===== config.mk =====
export PLATFORM = sky130hd
export DESIGN_NAME = clarvi_regfile_sequencer
export DESIGN_NICKNAME = d
export VERILOG_FILES = /design/src/rtl/clarvi_regfile_sequencer.sv
export SDC_FILE = /design/constraint.sdc
export NUM_CORES = 1
export LEC_CHECK = 0
export ABC_AREA = 1
export CORE_ASPECT_RATIO = 1.4
export CORE_MARGIN = 4
export CORE_UTILIZATION = 51
export DETAILED_ROUTE_END_ITERATION = 10
export PLACE_DENSITY = 0.83
export SYNTH_ARGS = -nofsm -noshare
export SYNTH_HDL_FRONTEND = slang
export SYNTH_SLANG_ARGS = --single-unit

===== constraint.sdc =====
create_clock -name clock -period 19.8 [get_ports clock]
set_input_delay 1.98 -clock clock [delete_from_list [all_inputs] [get_ports clock]]
set_output_delay 1.98 -clock clock [all_outputs]
set_load 0.03 [all_outputs]

===== src/rtl/clarvi_regfile_sequencer.sv =====
`default_nettype none
// ============================================================================
// Module  : clarvi_regfile_sequencer
// Brief   : Byte-serial read/write sequencer between execute and the 64-bit
//           Clarvi register file's 8-bit part interface.
// Revision: 1.0 - initial release
// ============================================================================
module clarvi_regfile_sequencer (
    input  logic        clock,
    input  logic        reset,
    input  logic        req_valid,
    output logic        req_ready,
    input  logic        req_write,
    input  logic        req_word,
    input  logic [4:0]  req_rs1,
    input  logic [4:0]  req_rs2,
    input  logic [4:0]  req_rd,
    input  logic [63:0] req_wdata,
    output logic        resp_valid,
    input  logic        resp_ready,
    output logic [63:0] resp_rdata1,
    output logic [63:0] resp_rdata2,
    output logic [4:0]  rf_fetch_register_1,
    output logic [4:0]  rf_fetch_register_2,
    output logic [2:0]  rf_fetch_part,
    output logic        rf_rs2_part_override,
    input  logic [7:0]  rf_data_out_1,
    input  logic [7:0]  rf_data_out_2,
    output logic [4:0]  rf_write_register,
    output logic [2:0]  rf_write_part,
    output logic [7:0]  rf_data_in,
    output logic        rf_write_enable
);

    typedef enum logic [1:0] {
        ST_IDLE  = 2'd0,
        ST_READ  = 2'd1,
        ST_WRITE = 2'd2,
        ST_RESP  = 2'd3
    } state_t;

    state_t      r_state;
    state_t      w_state_next;
    logic [2:0]  r_part;
    logic        r_word;
    logic [4:0]  r_rs1;
    logic [4:0]  r_rs2;
    logic [4:0]  r_rd;
    logic [63:0] r_wdata;
    logic [63:0] r_rdata1;
    logic [63:0] r_rdata2;
    logic        w_last_read;
    logic [5:0]  w_lane;

    assign w_last_read = (r_part == (r_word ? 3'd3 : 3'd7));
    assign w_lane      = {r_part, 3'b000};

    always_comb begin
        w_state_next = r_state;
        case (r_state)
            ST_IDLE:  if (req_valid) w_state_next = req_write ? ST_WRITE : ST_READ;
            ST_READ:  if (w_last_read) w_state_next = ST_RESP;
            ST_WRITE: if (r_part == 3'd7) w_state_next = ST_RESP;
            ST_RESP:  if (resp_ready) w_state_next = ST_IDLE;
            default:  w_state_next = ST_IDLE;
        endcase
    end

    always_ff @(posedge clock or posedge reset) begin
        if (reset) begin
            r_state  <= ST_IDLE;
            r_part   <= 3'd0;
            r_word   <= 1'b0;
            r_rs1    <= 5'd0;
            r_rs2    <= 5'd0;
            r_rd     <= 5'd0;
            r_wdata  <= 64'd0;
            r_rdata1 <= 64'd0;
            r_rdata2 <= 64'd0;
        end else begin
            r_state <= w_state_next;
            case (r_state)
                ST_IDLE: begin
                    if (req_valid) begin
                        r_part <= 3'd0;
                        r_word <= req_word;
                        r_rs1  <= req_rs1;
                        r_rs2  <= req_rs2;
                        r_rd   <= req_rd;
                        r_wdata <= req_word ? {{32{req_wdata[31]}}, req_wdata[31:0]}
                                            : req_wdata;
                        if (req_write) begin
                            r_rdata1 <= 64'd0;
                            r_rdata2 <= 64'd0;
                        end
                    end
                end
                ST_READ: begin
                    r_rdata1[w_lane +: 8] <= rf_data_out_1;
                    r_rdata2[w_lane +: 8] <= rf_data_out_2;
                    // Word reads sign-fill the upper half on the same edge as byte 3.
                    if (r_word && w_last_read) begin
                        r_rdata1[63:32] <= {32{rf_data_out_1[7]}};
                        r_rdata2[63:32] <= {32{rf_data_out_2[7]}};
                    end
                    r_part <= r_part + 3'd1;
                end
                ST_WRITE: r_part <= r_part + 3'd1;
                default: ;
            endcase
        end
    end

    always_comb begin
        req_ready            = (r_state == ST_IDLE);
        resp_valid           = (r_state == ST_RESP);
        rf_rs2_part_override = 1'b0;
        rf_fetch_register_1  = 5'd0;
        rf_fetch_register_2  = 5'd0;
        rf_fetch_part        = 3'd0;
        rf_write_register    = 5'd0;
        rf_write_part        = 3'd0;
        rf_data_in           = 8'd0;
        rf_write_enable      = 1'b0;
        if (r_state == ST_READ) begin
            rf_fetch_register_1 = r_rs1;
            rf_fetch_register_2 = r_rs2;
            rf_fetch_part       = r_part;
        end
        if (r_state == ST_WRITE) begin
            rf_write_register = r_rd;
            rf_write_part     = r_part;
            rf_data_in        = r_wdata[w_lane +: 8];
            // x0 still walks all parts but never strobes.
            rf_write_enable   = (r_rd != 5'd0);
        end
    end

    assign resp_rdata1 = r_rdata1;
    assign resp_rdata2 = r_rdata2;

endmodule
`default_nettype wire


==> flow_metrics.py <==
metrics = {
    "place": {
        "place.gp.congestion": 0.850,
        "post-place-ws_ns": 14.99,
        "place_hpwl_mm": 21.2,
        "port_buffers": 260,
    },
    "sta": {
        "setup_viol": 0,
        "timing.final.crit_share": 0.252,
        "holdWs_ns": 0.479,
        "hold_viol": 0,
        "worstMarginPinSlew_ns": 1.09,
        "setup_tns_ns": 0,
        "min_period_ns": 4.98,
        "skew_ns": 0.0148,
        "fmax_mhz": 201,
        "rsz0062_at_grt": "no",
        "slew_viol_final": 0,
        "fin_ws_ns": 14.82,
        "maxSlewHeadroom": 0.273,
    },
    "synthesis": {
        "synthTopCellsByCount": "413 x nand2_1, 213 x dfrtp_1, 154 x o21ai_0",
        "syn_area_per_cell_um2": 8.11,
        "yosys-top-cells-area": "dfrtp_1 54%, nand2_1 16%, o21ai_0 7.8%",
        "synth_seq_area_share": 0.537,
        "yosysWarnings": 0,
        "synth_cells": 1224,
        "yosys.area.top_type": "dfrtp_1",
        "synth_top_flop_cell": "dfrtp_1",
        "yosys.cell_types.count": 33,
        "syn_area_um2": 9920,
        "post-synth-top-count-cell": "nand2_1",
        "async_flop_share": 1.00,
        "syn_nets": 1334,
        "synth-edff-count": 0,
        "ys_ff_latch": 213,
        "yosysTopAreaCellShare": 0.537,
    },
    "critical_path": {
        "critical_path.max_fanout": 29,
        "path_class": "reg -> out",
        "worstPathArrival_ns": 3.00,
        "crit_path_end_kind": "output pin",
        "startpoint_type": "flip-flop",
        "rrSetupSlack_ns": 15.95,
        "cp.required_ns": 17.82,
    },
    "clock_network": {
        "clockBufferDepth": 3,
        "cts_resized": 0,
        "htreeDepth": 1,
        "cts_tree": "yes",
        "path_clk_slew_ns": 0.07,
        "clk_latency_ns": 0.50,
        "post_cts_buffers": 0,
        "clock-sinks": 213,
        "cts_hold_buf": 0,
        "root_buffer": "clkbuf_16",
        "cts_made_buffers": 21,
    },
    "die": {
        "core_um2": 19100,
        "die_h_um": 173,
        "start_util": 0.518,
        "io_pins": 262,
        "fp.dieW_um": 126,
        "dieArea_um2": 21800,
        "row_count": 60,
    },
    "detailed_routing": {
        "drc": 0,
        "final_antenna_net_count": 0,
        "drt_iter0_drc": 849,
        "via_per_inst": 5.55,
        "wire_per_inst_um": 17.9,
        "num_vias": 9429,
        "drt-total-wl_mm": 30.4,
        "firstDrtPassIters": 6,
    },
    "status": {
        "status": "finished, final reports clean",
    },
    "cells_and_area": {
        "area_growth_pct": 33.9,
        "antenna_cells": 0,
        "fin_nets": 1545,
        "drive_gt1_frac": 0.0503,
    },
    "global_route": {
        "grt-ovfl-total": 0,
        "gr-usage-all-layers": 0.271,
        "grt_pass1_vias": 9393,
        "grt_start_max_net_pins": 148,
        "grt_antenna_before_repair": 0,
        "grt_pass1_wl_mm": 48.3,
    },
    "power": {
        "total_leakage_power_nw": 6.21,
        "vdd_drop_max_mv": 0.0848,
        "power_mw": 2.07,
        "power_density_nw_per_um2": 156,
    },
    "hold_path": {
        "hp-class": "reg -> reg",
    },
    "run": {
        "maxCapViolCount": 0,
    },
}
## stage by stage
step                area [um^2]  instances  utilization
CTS                       13300       1698        0.694
finish                    13300       1698        0.694
global placement          12500       1660        0.655
global route              13300       1698        0.694
floorplan                  9920       1224            -
detailed placement        12500       1660        0.655
## kinds of logic (layout without fill, tap and decap cells)
group / count (synthesis) / count (layout) / synth area share
and+or+nand+nor: 621 / 621 / 0.262
DFF: 213 / 213 / 0.537
AOI/OAI and AO/OA: 235 / 235 / 0.129
buffers and inverters: 145 / 371 / 0.0599
adders and majority gates: 9 / 9 / 0.0114
other: 1 / 1 / 0.000378
## flip-flops by register name (all words and copies together) (netlist names)
name and flops:
r_wdata 64, resp_rdata1 64, resp_rdata2 64, r_rd 5, r_rs1 5, r_rs2 5, r_part 3, r_state 2
r_word 1
## critical path, cell delays in order (launching register included)
cell,delay [ns]
dfrtp_1,0.96
inv_2,0.28
a21oi_1,0.19
o21ai_0,0.13
nand2_1,0.11
nand2_1,0.07
nand2_1,0.08
clkdlybuf4s50_1,0.68
## layout make-up
| type | count | area [um^2] |
|---|---|---|
| clock buffer | 27 | 598 |
| clock inverter | 11 | 148 |
| fill | 1493 | 5860 |
| inverter | 69 | 267 |
| multi-input combinational | 866 | 4000 |
| sequential | 213 | 5330 |
| tap | 248 | 310 |
| timing repair buffer | 264 | 2630 |
## worst paths after layout
| kind | start | end | depth (start not counted) |
|---|---|---|---|
| worst min register to register | r_wdata[2]$_DFFE_PP0P_ | r_wdata[2]$_DFFE_PP0P_ | 2 |
| min in group asynchronous | reset | resp_rdata2[16]$_DFFE_PP0P_ | 2 |
| worst max-delay path | r_part[1]$_DFFE_PP0P_ | rf_data_in[2] | 7 |
| worst min-delay path | r_wdata[2]$_DFFE_PP0P_ | r_wdata[2]$_DFFE_PP0P_ | 2 |
| worst max register to register | r_state[1]$_DFFE_PP0P_ | resp_rdata1[26]$_DFFE_PP0P_ | 8 |
| max in group asynchronous | reset | resp_rdata1[57]$_DFFE_PP0P_ | 3 |
## metal layers
metal,share of wire,vias up,GRT usage
met4,0.062,0,0.151
met5,0,-,0
met1,0.36,4439,0.308
met3,0.068,122,0.0457
met2,0.51,449,0.479
li1,-,4419,-
## where the power goes
group | internal (mW) | total (mW) | switching [mW]
registers | 0.574 | 0.663 | 0.0889
logic | 0.312 | 0.976 | 0.665
clock network | 0.254 | 0.428 | 0.173
total | 1.14 | 2.07 | 0.926
## layout by cell type, fill, tap and decap left out, drive strengths merged
master | netlist | layout
nand3 | 137 | 137
a22oi | 14 | 14
buf | 32 | 4
inv | 67 | 69
o31ai | 2 | 2
nand4 | 12 | 12
nand3b | 1 | 1
o211ai | 2 | 2
dfrtp | 213 | 213
o21bai | 7 | 7
a21oi | 42 | 42
a31oi | 1 | 1
o22ai | 2 | 2
o41ai | 1 | 1
conb | 1 | 1
clkinv | 2 | 5
or2 | 8 | 8
clkbuf | 44 | 27
nor2 | 47 | 47
ha | 9 | 9
clkdlybuf4s50 | 0 | 260
nand2 | 416 | 416
o21ai | 164 | 164
clkinvlp | 0 | 3
bufinv | 0 | 3
(Power assumes the default switching activity.)
